`config.mk`:
```
export PLATFORM = sky130hd
export DESIGN_NAME = fnd_scan
export DESIGN_NICKNAME = d
export VERILOG_FILES = /design/src/rtl/fnd_scan.sv
export SDC_FILE = /design/constraint.sdc
export NUM_CORES = 1
export LEC_CHECK = 0
export ABC_AREA = 1
export BUFFER_PORTS_ARGS = -buffer_cell sky130_fd_sc_hd__buf_2
export CAP_MARGIN = 15
export CORE_UTILIZATION = 40
export DETAILED_ROUTE_END_ITERATION = 10
export PLACE_DENSITY = 0.59
export SYNTH_ARGS = -nofsm -noshare
export SYNTH_HDL_FRONTEND = slang
export SYNTH_SLANG_ARGS = --single-unit
```
`constraint.sdc`:
```
create_clock -name clock_50m -period 4.3 [get_ports clock_50m]
set_input_delay 0.86 -clock clock_50m [delete_from_list [all_inputs] [get_ports clock_50m]]
set_output_delay 0.86 -clock clock_50m [all_outputs]
set_load 0.1 [all_outputs]
```
`src/rtl/fnd_scan.sv`:
```
// Multiplexed 7-segment (FND) scan driver in the clock_50m domain; fnd_clk is sampled as data.
// Optional leading-zero blanking is enabled by defining FND_LZB_EN.
module fnd_scan #(
  parameter int DIGITS         = 8,
  parameter bit COM_ACTIVE_LOW = 1'b1,
  parameter bit SEG_ACTIVE_LOW = 1'b1
) (
  input  logic                clock_50m,
  input  logic                rst,
  input  logic                fnd_clk,
  input  logic                display_en,
  input  logic [4*DIGITS-1:0] digit_data,
  input  logic [DIGITS-1:0]   digit_blank,
  input  logic [DIGITS-1:0]   digit_dp,
  output logic [DIGITS-1:0]   fnd_com,
  output logic [7:0]          fnd_seg
);

  localparam int                IDX_W    = $clog2(DIGITS);
  localparam logic [IDX_W-1:0]  LAST_IDX = IDX_W'(DIGITS - 1);
  localparam logic [DIGITS-1:0] COM_OFF  = {DIGITS{COM_ACTIVE_LOW}};
  localparam logic [7:0]        SEG_OFF  = {8{SEG_ACTIVE_LOW}};

  typedef enum logic {
    ST_IDLE = 1'b0,
    ST_SCAN = 1'b1
  } state_t;

  function automatic logic [6:0] hex_to_seg(input logic [3:0] nib);
    logic [6:0] seg;
    case (nib)
      4'h0: seg = 7'h3F;
      4'h1: seg = 7'h06;
      4'h2: seg = 7'h5B;
      4'h3: seg = 7'h4F;
      4'h4: seg = 7'h66;
      4'h5: seg = 7'h6D;
      4'h6: seg = 7'h7D;
      4'h7: seg = 7'h07;
      4'h8: seg = 7'h7F;
      4'h9: seg = 7'h6F;
      4'hA: seg = 7'h77;
      4'hB: seg = 7'h7C;
      4'hC: seg = 7'h39;
      4'hD: seg = 7'h5E;
      4'hE: seg = 7'h79;
      default: seg = 7'h71;
    endcase
    return seg;
  endfunction

  logic r_s1, r_s2, r_s3;
  logic w_tick;

  // NOTE: sequential state uses non-blocking assignments so every flop samples pre-edge values.
  always_ff @(posedge clock_50m or negedge rst) begin
    if (!rst) begin
      r_s1 <= 1'b0;
      r_s2 <= 1'b0;
      r_s3 <= 1'b0;
    end else begin
      r_s1 <= fnd_clk;
      r_s2 <= r_s1;
      r_s3 <= r_s2;
    end
  end

  assign w_tick = r_s2 & ~r_s3;

  state_t           r_state, w_state_nxt;
  logic [IDX_W-1:0] r_idx, w_idx_nxt;
  logic             w_load;

  always_ff @(posedge clock_50m or negedge rst) begin
    if (!rst) begin
      r_state <= ST_IDLE;
      r_idx   <= '0;
    end else begin
      r_state <= w_state_nxt;
      r_idx   <= w_idx_nxt;
    end
  end

  // NOTE: every always_comb output gets a default first, so no path can infer a latch.
  always_comb begin
    w_state_nxt = r_state;
    w_idx_nxt   = r_idx;
    w_load      = 1'b0;
    case (r_state)
      ST_IDLE: begin
        if (w_tick) begin
          w_state_nxt = ST_SCAN;
          w_idx_nxt   = '0;
          w_load      = 1'b1;
        end
      end
      ST_SCAN: begin
        if (w_tick) begin
          if (r_idx == LAST_IDX) begin
            w_idx_nxt = '0;
            w_load    = 1'b1;
          end else begin
            w_idx_nxt = r_idx + 1'b1;
          end
        end
      end
      default: begin
        w_state_nxt = ST_IDLE;
        w_idx_nxt   = '0;
      end
    endcase
  end

  logic [DIGITS-1:0] w_in_blank;
  logic [DIGITS-1:0] w_in_dp;

`ifdef FND_LZB_EN
  logic [DIGITS-1:0] w_lzb;

  // A digit is auto-blanked when it and every digit above it are zero; digit 0 always shows.
  always_comb begin
    logic v_zero_run;
    v_zero_run = 1'b1;
    w_lzb      = '0;
    for (int i = DIGITS - 1; i > 0; i--) begin
      v_zero_run = v_zero_run & (digit_data[4*i +: 4] == 4'h0);
      w_lzb[i]   = v_zero_run;
    end
  end

  assign w_in_blank = digit_blank | w_lzb;
  assign w_in_dp    = digit_dp & ~w_lzb;
`else
  assign w_in_blank = digit_blank;
  assign w_in_dp    = digit_dp;
`endif

  logic [4*DIGITS-1:0] r_snap_data;
  logic [DIGITS-1:0]   r_snap_blank;
  logic [DIGITS-1:0]   r_snap_dp;

  // NOTE: the snapshot is a handful of flops, not a RAM, so it takes the async reset like the rest.
  always_ff @(posedge clock_50m or negedge rst) begin
    if (!rst) begin
      r_snap_data  <= '0;
      r_snap_blank <= '0;
      r_snap_dp    <= '0;
    end else if (w_load) begin
      r_snap_data  <= digit_data;
      r_snap_blank <= w_in_blank;
      r_snap_dp    <= w_in_dp;
    end
  end

  // On a load edge the new frame's values bypass the snapshot so digit 0 shows them immediately.
  logic [4*DIGITS-1:0] w_src_data;
  logic [DIGITS-1:0]   w_src_blank;
  logic [DIGITS-1:0]   w_src_dp;
  logic [3:0]          w_nibble;
  logic                w_blank_sel;
  logic                w_dp_sel;
  logic [7:0]          w_seg_on;
  logic [DIGITS-1:0]   w_com_on;
  logic                w_drive;

  assign w_src_data  = w_load ? digit_data : r_snap_data;
  assign w_src_blank = w_load ? w_in_blank : r_snap_blank;
  assign w_src_dp    = w_load ? w_in_dp    : r_snap_dp;

  assign w_nibble    = w_src_data[{w_idx_nxt, 2'b00} +: 4];
  assign w_blank_sel = w_src_blank[w_idx_nxt];
  assign w_dp_sel    = w_src_dp[w_idx_nxt];

  assign w_seg_on = w_blank_sel ? 8'h00 : {w_dp_sel, hex_to_seg(w_nibble)};
  assign w_com_on = DIGITS'(1) << w_idx_nxt;
  assign w_drive  = display_en && (w_state_nxt == ST_SCAN);

  logic [DIGITS-1:0] r_com;
  logic [7:0]        r_seg;

  // Polarity is applied last by XOR with the inactive pattern.
  always_ff @(posedge clock_50m or negedge rst) begin
    if (!rst) begin
      r_com <= COM_OFF;
      r_seg <= SEG_OFF;
    end else if (w_drive) begin
      r_com <= w_com_on ^ COM_OFF;
      r_seg <= w_seg_on ^ SEG_OFF;
    end else begin
      r_com <= COM_OFF;
      r_seg <= SEG_OFF;
    end
  end

  assign fnd_com = r_com;
  assign fnd_seg = r_seg;

endmodule
```
[Yosys cells after proc, flatten, opt, wreduce, memory -nomap -nowiden]
Memory sizes are Yosys's and may differ from the RTL's.
Cells that the tools add are included.
Operators by class
  magnitude comparators: 1
  $add $sub $neg: 1
  equal/unequal tests: 1
  muxes and demuxes: 19
  shifts and indexed selects: 2
  multipliers: 0
  reduce and logical (&&, ||, !) cells: 1
  bitwise gates (word level): 5
  div/mod/pow operators: 0
Operator list (number)
  $mux W8: 5
  $mux W32: 1
  $shiftx A32 B6 Y4: 1
  $not A8 Y8: 2
  $mux W3: 3
  $shl A1 B3 Y8 const A: 1
  $bmux W1 S3: 2
  $mux W1: 6
  $pmux W3 S2: 1
  $lt A3 B4 Y1 const B: 1
  $add A3 B1 Y3 const B: 1
  $eq A3 B3 Y1 const B: 1
  $not A1 Y1: 2
  $pmux W1 S2: 1
  $and A1 B1 Y1: 1
  $logic_and A1 B1 Y1: 1
Word-level totals
  bits in writable memories: 0
  memories: 1
  bits in latches: 0
  input port bits: 52
  logic and storage cells: 41
  ROM bits: 112
  output and inout bits: 16
  flip-flop bits (word level): 71
Memory list
  (no name shown): depth 16, bits a word 7, rd ports 1, clocked after Yosys merged registers in 0, write ports 0, RTL line 31  | case (nib)

[Logic depth before layout (Yosys ltp)]
Gate-level depths: netlist (run 1).
  word-level depth: 10
  gate-level depth with buffers: 19
  mapped depth without buffers: 18

[Least setup slack after synthesis (run 1)]
No wires, ideal clock.
  path kind: reg-to-reg
  start: register r_idx[0]
  end: register r_seg[1] (netlist: fnd_seg[1])
  buffers on the path: 1
  slack: 2.022 ns
  clock period less this slack: 2.278 ns
  arrival: 2.200 ns
  stages on the path, launching flop included: 19
  setup time: 0.077 ns
  data required time: 4.223 ns
  cells stage by stage: dfrtp_1 > ha_1 > ha_1 > inv_1 > nand2_2 > nand2_4 > buf_4 > nand2_1 > nand2_1 > nand2_1 > nand2_1 > nand2_1 > nand3_1 > nand2_1 > ha_1 > nand3_1 > nor2_1 > nor2_1 > nand2_1
On the way
  word-level cells in the longest chain between the ends: 10
  elaborated cells on any way between the ends: 18
  those cells by class: 1 x add/sub; 1 x eq/ne; 1 x shift; 13 x mux; 1 x bitwise; 1 x memory
Ends and longest elaborated chain
  start, declared: RTL line 71  | logic [IDX_W-1:0] r_idx, w_idx_nxt;
  start signal, assigned: RTL line 80  | r_idx <= w_idx_nxt;
  $eq A3 B3 Y1: RTL line 99  | if (r_idx == LAST_IDX) begin
  $mux W1: RTL line 99
  $mux W1: RTL line 98  | if (w_tick) begin
  $pmux W1 S2: RTL line 89  | case (r_state)
  $mux W32
  named net w_src_data[4]: RTL line 156  | logic [4*DIGITS-1:0] w_src_data;
  $shiftx A32 B6 Y4: RTL line 170  | assign w_nibble = w_src_data[{w_idx_nxt, 2'b00} +: 4];
  $mem_v2 Z16 W7
  $mux W8: RTL line 174  | assign w_seg_on = w_blank_sel ? 8'h00 : {w_dp_sel, hex_to_seg(w_nibble)};
  $not A8 Y8 (no source line)
  $mux W8: RTL line 186  | end else if (w_drive) begin
  end signal, assigned: RTL line 188  | r_seg <= w_seg_on ^ SEG_OFF;
  end, declared: RTL line 179  | logic [7:0] r_seg;
The timed path passes the listed nets, and every way through them passes these cells. The select of a mux whose other input is x is not followed.

[Final worst setup path (run 1)]
Ends and elaborated chain as after synthesis.

==> run_results.csv, run 1 <==
group,metric,value,unit
timing,rsz0062_at_grt,"false",
timing,min_period_over_period,78.0,%
cts,cts_tree,"yes",
pwr,leakage,2.27,nW
floorplanning,die_w,96.8,um
floorplanning,core.rowCount,34,
yosys,synth-simple-area-share,34.9,%
pwr,p_seq_share,33.1,%
detailed_routing,drc,0,
worst_setup_path,critical_path_required,4.58,ns
timing,skew,0.0102,ns
worst_setup_path,setup.worst_path.class,"reg2reg",
cts,clkLatencyLatePin,0.34,ns
detailed_routing,routed_wl,7.95,mm
cts,clock_sink_count,71,
timing,drv_slew,0,
timing,finalHoldViolCount,0,
yosys,ys_ff_latch,71,
grt,antenna_found_initial,0,
final_layout,antenna_cells,0,
grt,grt_overflow_total,0,
floorplanning,ios,68,
grt,grt_use_total,18.6,%
cts,htreeDepth,3,
yosys,ys_types,26,
cts,cts_buffer_depth,2,
pwr,combPwrFrac,51.9,%
cts,cts_root_buffer,"clkbuf_8",
final_layout,nNetsFinal,577,
yosys,synth_area_per_cell,7.91,um^2
timing,layout_min_cycle_time,3.35,ns
yosys,synth_flop_cell,"dfrtp_1",
worst_setup_path,max_stage_delay,0.67,ns
place,place.gp.congestion,0.795,
place,dpl.hpwl,5.40,mm
yosys,yosysSeqAreaShare,49.9,%
pwr,ir_drop,228,uV
grt,grt_pass1_wl,14.0,mm
worst_setup_path,crit_fanout,62,
yosys,syn_inst,455,
detailed_routing,viasPerCell,4.76,
pwr,pwr-share-clk,15.0,%
yosys,synth_area,3600,um^2
timing,worst_pin_slew,0.700,ns
timing,finalSetupTns,0,ns
grt,grt_use_met2,30.0,%
yosys,synth_compound_area_share,3.83,%
cts,numCtsBuffers,9,
detailed_routing,vias,2997,
hold_path,hp-class,"reg2reg",
final_layout,drive_above_1_share,22.6,%
worst_setup_path,cpMostUsedCell,"nand2_1",
timing,max_clock_freq,0.298,GHz
floorplanning,dieArea,9380,um^2
detailed_routing,wl_per_cell,12.6,um
grt,grt_max_degree,63,
yosys,synthArstFlopShare,100,%
grt,busiest_layer,"met2",
grt,grt_use_met3,3.18,%
pwr,switching_share,46.7,%
detailed_routing,dr.pass1.iters,4,
timing,setup_viol,0,
yosys,synthAdderAreaFrac,2.78,%
final_layout,design_area,4130,um^2
floorplanning,fp.dieH,96.8,um
run_status,status,"finished, final reports clean",
worst_setup_path,crit_chain,"ha_1 > ha_1 > inv_1 > nand2_2 > nand2_4 > nand2_1 > nand2_1 > nand2_1 > nand2_1 > nand2_1 > nand3_1 > nand2_1 > ha_1 > nand3_1 > nor2_1 > nor2_1 > nand2_1",
final_layout,syn_to_final_growth,14.7,%
place,port_buffers,67,
cts,postCtsSetupBuffers,0,
grt,first_global_vias,3039,
pwr,switchingPower,1.48,mW
yosys,synthMuxAreaShare,0,%
worst_setup_path,endpoint_kind,"flip-flop",
floorplanning,initial_core_util,41.2,%
detailed_routing,ant_nets,0,
pwr,total_power,3.18,mW
timing,relSlewSlack,53.3,%
grt,gr-usage-met1,24.6,%
run,cap_violations,0,
pwr,p_int,1.69,mW
yosys,ys_warn_count,0,
yosys,synth_top_family_by_area,"simple AND/OR/NAND/NOR gates",
cts,cts-resized-gates,0,
yosys,synth_edf_count,0,
detailed_routing,drt_iter0_markers,138,
place,placed_area,3960,um^2
worst_setup_path,crit_arrival,3.63,ns
yosys,syn_nets,515,
pwr,powerDensity,770,nW/um^2
yosys,synthXorXnorAreaFrac,0,%
cts,cts-hold-fix-buffers,0,
floorplanning,core-area,8720,um^2
worst_setup_path,cp-start-kind,"flip-flop",
cts,path_clk_slew,0.07,ns
worst_setup_path,crit_slowest_cell,"nand2_4",
[registers in the layout, indices dropped and copies added, names as in the netlist, 3 cells and up]
signal        count
r_snap_dp         8
r_snap_blank      8
fnd_com           8
r_idx             3
fnd_seg           8
r_snap_data      32
[cells in the mapped netlist, types with 2 or more instances]
cell type	instances	area, um^2
nand2_2	5	31.3
nand3_1	64	320
nor2_1	9	33.8
dfstp_2	16	420
nand2_4	2	22.5
dfrtp_1	55	1380
buf_2	6	30.0
nand2_1	206	773
inv_2	6	22.5
o21ai_1	8	40.0
inv_1	40	150
buf_4	8	60.1
buf_6	3	33.8
nand3_4	2	35.0
nor2_2	2	12.5
ha_1	8	100
o21a_1	6	45.0
[through the flow]
step	util, %	cells	hold slack, ns	worst slack, ns
finish	47.3	630	0.355	0.946
global route	47.3	630	0.371	0.515
CTS	47.3	630	0.358	0.910
detailed placement	45.4	614	0.339	0.935
floorplan	-	455	0.331	2.02
global placement	45.4	614	0.345	1.03
[layout make-up]
cell class                 instances  area (um^2)
fill                             872         4590
tap                              108          135
clock buffer                      15          166
sequential                        71         1800
clock inverter                     1         5.00
timing repair buffer              69          350
inverter                          47          179
multi-input combinational        319         1490
[routing by layer]
metal	share of wire, %	vias to the layer above
met2	47	54
li1	-	1530
met4	1.7	0
met1	47	1401
met3	3.6	12
met5	0	-
[cell usage in the layout, fill, tap and decap left out, drive strengths merged]
cell type | synthesis | routed
o211ai | 1 | 1
nand3 | 66 | 66
buf | 17 | 69
nand2 | 213 | 213
dfstp | 16 | 16
clkbuf | 1 | 15
a31oi | 1 | 1
inv | 47 | 47
nand3b | 1 | 1
ha | 8 | 8
o21ai | 9 | 9
dfrtp | 55 | 55
clkinv | 0 | 1
nor2 | 12 | 12
o22ai | 2 | 2
o21a | 6 | 6
[power groups by stage]
stage	sequential, mW	clock (mW)	combinational [mW]
6_report	1.05	0.476	1.65
5_1_grt	1.08	0.526	1.87
4_1_cts	1.05	0.495	1.66
3_5_place_dp	1.07	0	1.65
3_3_place_gp	1.06	0	1.63
2_1_floorplan	1.34	0	1.06
[critical path: cells and delay by family (launching register included)]
family / cells / cell delay [ns]
fa+ha+maj: 3 / 0.77
buf+inv: 1 / 0.07
flops: 1 / 0.40
simple gates: 13 / 2.03
[kinds of logic after synthesis]
| family | after synthesis |
|---|---|
| adders and majority gates | 8 |
| DFF | 71 |
| AOI/OAI and AO/OA | 19 |
| and+or+nand+nor | 292 |
| buffers and inverters | 65 |
[path summary, 6_finish.rpt]
path,start,to,slack [ns],cells past startpoint
max,r_idx[0],fnd_seg[1],0.95,17
min,r_s1,r_s2,0.36,0
max reg2reg,r_idx[0],fnd_seg[1],0.95,17
min reg2reg,r_s1,r_s2,0.36,0
max in group asynchronous,rst,fnd_seg[7],2.73,2
min in group asynchronous,rst,r_snap_data[7],0.55,1
No activity file was read; power rests on OpenSTA's default activity.
==> run 2, diff against run 1 <==
ABC_AREA = 0   (was 1)
PLACE_DENSITY = 0.61   (was 0.59)
clock period = 2.77 ns   (was 4.3 ns; I/O delays follow)
==> run 2 against run 1 <==
The run now ends with setup timing left. Area after synthesis decreased by 1.7%. Clock skew decreased by 0.00055 ns. First-iteration DRC count decreased by 2.2%. Sequential power increased by 61%. Critical endpoint is now fnd_seg[3].
==> run_results.csv, run 2 <==
group,metric,value,unit
timing,rsz0062_at_grt,"true",
detailed_routing,viasPerCell,5.11,
cts,numCtsBuffers,9,
pwr,powerDensity,1260,nW/um^2
detailed_routing,routed_wl,9.06,mm
timing,min_period_over_period,106,%
worst_setup_path,crit_arrival,3.23,ns
cts,cts_buffer_depth,2,
floorplanning,dieArea,9220,um^2
yosys,ys_top_cells_by_area,"dfrtp_1 39%, dfstp_2 12%, nand2_1 10%",
floorplanning,core-area,8380,um^2
run_status,status,"finished with violations",
final_layout,top_register,"r_snap_data",
grt,grt_pass1_wl,14.9,mm
grt,grt_overflow_total,0,
place,dpl.hpwl,6.83,mm
yosys,synth_area,3540,um^2
floorplanning,fp.dieH,96.0,um
timing,worst_pin_slew,0.684,ns
grt,grt_use_total,21.8,%
yosys,synth_area_per_cell,10.4,um^2
yosys,yosysSeqAreaShare,50.8,%
final_layout,nNetsFinal,529,
final_layout,largest_reg_flops,32,
detailed_routing,drt_iter0_markers,135,
timing,skew,0.00969,ns
yosys,ys_ff_latch,71,
final_layout,final_util,58.8,%
timing,relSlewSlack,54.4,%
floorplanning,die_w,96.0,um
timing,setup_viol,3,
cts,cts_tree,"yes",
detailed_routing,dr.pass1.iters,4,
place,dp.cells,549,
final_layout,drive_above_1_share,49.8,%
floorplanning,ios,68,
cts,cts-hold-fix-buffers,0,
grt,first_global_vias,2974,
yosys,synth_edf_count,0,
pwr,leakage,2.34,nW
final_layout,stdcell_count,579,
pwr,ir_drop,529,uV
worst_setup_path,critical_path_required,3.06,ns
place,place.gp.congestion,0.818,
worst_setup_path,rr_worst_depth,12,
timing,fin_ws,-0.173,ns
floorplanning,initial_core_util,42.2,%
worst_setup_path,endpoint_kind,"flip-flop",
detailed_routing,drc,0,
worst_setup_path,setup.worst_path.class,"reg2reg",
floorplanning,core.rowCount,33,
yosys,synth_flop_cell,"dfrtp_1",
final_layout,syn_to_final_growth,39.3,%
final_layout,most-common-layout-cells,"93 x nand2_1, 67 x buf_2, 57 x buf_4",
worst_setup_path,crit_fanout,8,
yosys,synthTopCellsByCount,"94 x nand2_1, 55 x dfrtp_1, 21 x nand3_1",
final_layout,nFillCells,734,
yosys,ys_warn_count,0,
timing,max_clock_freq,0.340,GHz
yosys,ys_types,52,
yosys,syn_inst,340,
hold_path,hp-class,"in2async",
cts,path_clk_slew,0.08,ns
cts,clkLatencyLatePin,0.35,ns
cts,htreeDepth,3,
grt,grt_max_degree,43,
yosys,synth.largest_area_cell,"dfrtp_1",
run_status,violations,"setup timing",
place,port_buffers,67,
detailed_routing,vias,2958,
worst_setup_path,cp-start-kind,"flip-flop",
cts,cts_root_buffer,"clkbuf_8",
detailed_routing,ant_nets,0,
timing,drv_slew,0,
final_layout,antenna_cells,0,
cts,clock_sink_count,71,
yosys,syn_nets,400,
timing,layout_min_cycle_time,2.94,ns
yosys,synthArstFlopShare,100,%
yosys,yosysMostFrequentCell,"nand2_1",
final_layout,mostFrequentLayoutCell,"nand2_1",
detailed_routing,wl_per_cell,15.7,um
grt,antenna_found_initial,0,
run,cap_violations,0,
yosys,synth_top_area_share,38.9,%
timing,finalHoldViolCount,0,
==> run 2: final timing paths <==
kind | slack (ns) | to | from
max | -0.17 | fnd_seg[3] | r_idx[0]
min | 0.24 | r_snap_dp[3] | rst
max reg2reg | -0.17 | fnd_seg[3] | r_idx[0]
min reg2reg | 0.36 | r_s2 | r_s1
max in group asynchronous | 1.88 | r_snap_data[25] | rst
min in group clock_50m | 0.31 | r_s1 | fnd_clk
==> run 2: what timing repair did <==
item                                    in CTS  in global routing
cloned                                       0                  0
endpoints found under the setup margin       7                  8
pin swaps                                   10                  8
gates resized for setup                     19                 16
setup buffers                               10                  6
==> run 2: cell type report <==
type / count / area (um^2) / share of cell area (%)
clock buffer: 10 / 138 / 2.79
clock inverter: 6 / 35.0 / 0.711
inverter: 13 / 51.3 / 1.04
multi-input combinational: 238 / 1840 / 37.3
sequential: 71 / 1800 / 36.5
tap: 105 / 131 / 2.67
timing repair buffer: 136 / 933 / 19.0
==> run 2: per-layer routing <==
layer / GRT usage, % / routed length (um) / up-vias
met5: 0 / 0 / -
met4: 8.08 / 163 / 0
met3: 4.74 / 332 / 11
met2: 33.7 / 4230 / 71
met1: 30.0 / 4340 / 1418
li1: - / - / 1458
==> run 2: cells by family (layout without fill, tap and decap cells) <==
logic type	count (synthesis)	in the layout	share of synthesized area [%]
simple gates	146	146	18.9
flops	71	71	50.8
buf+inv	31	165	4.71
fa+ha+maj	8	8	2.83
mux	27	27	10.3
compound gates	57	57	12.4
==> run 2: critical path: stages, from the launching register on <==
cell	delay, ns
dfrtp_1	0.39
ha_2	0.20
ha_4	0.16
nand2b_4	0.14
nand2_4	0.09
buf_12	0.13
mux2_4	0.31
a221oi_2	0.27
a22o_2	0.26
inv_2	0.08
ha_1	0.21
mux4_2	0.47
nand2b_4	0.15
==> run 2: metrics by stage <==
stage | hold WS (ns) | setup WS, ns | TNS, ns | power (mW) | area (um^2)
2_1_floorplan | 0.258 | -0.295 | -0.517 | 3.86 | 3680
3_3_place_gp | 0.335 | -0.184 | -0.490 | 4.83 | 4480
3_5_place_dp | 0.348 | -0.254 | -0.982 | 4.89 | 4480
4_1_cts | 0.250 | -0.148 | -0.294 | 5.99 | 4830
5_1_grt | 0.271 | -0.248 | -0.867 | 6.60 | 4920
6_report | 0.240 | -0.173 | -0.373 | 6.20 | 4920
==> run 2: power by group <==
part / internal, mW / switching (mW)
combinational: 1.74 / 2.03
sequential: 1.51 / 0.179
clock: 0.345 / 0.401
total: 3.59 / 2.61
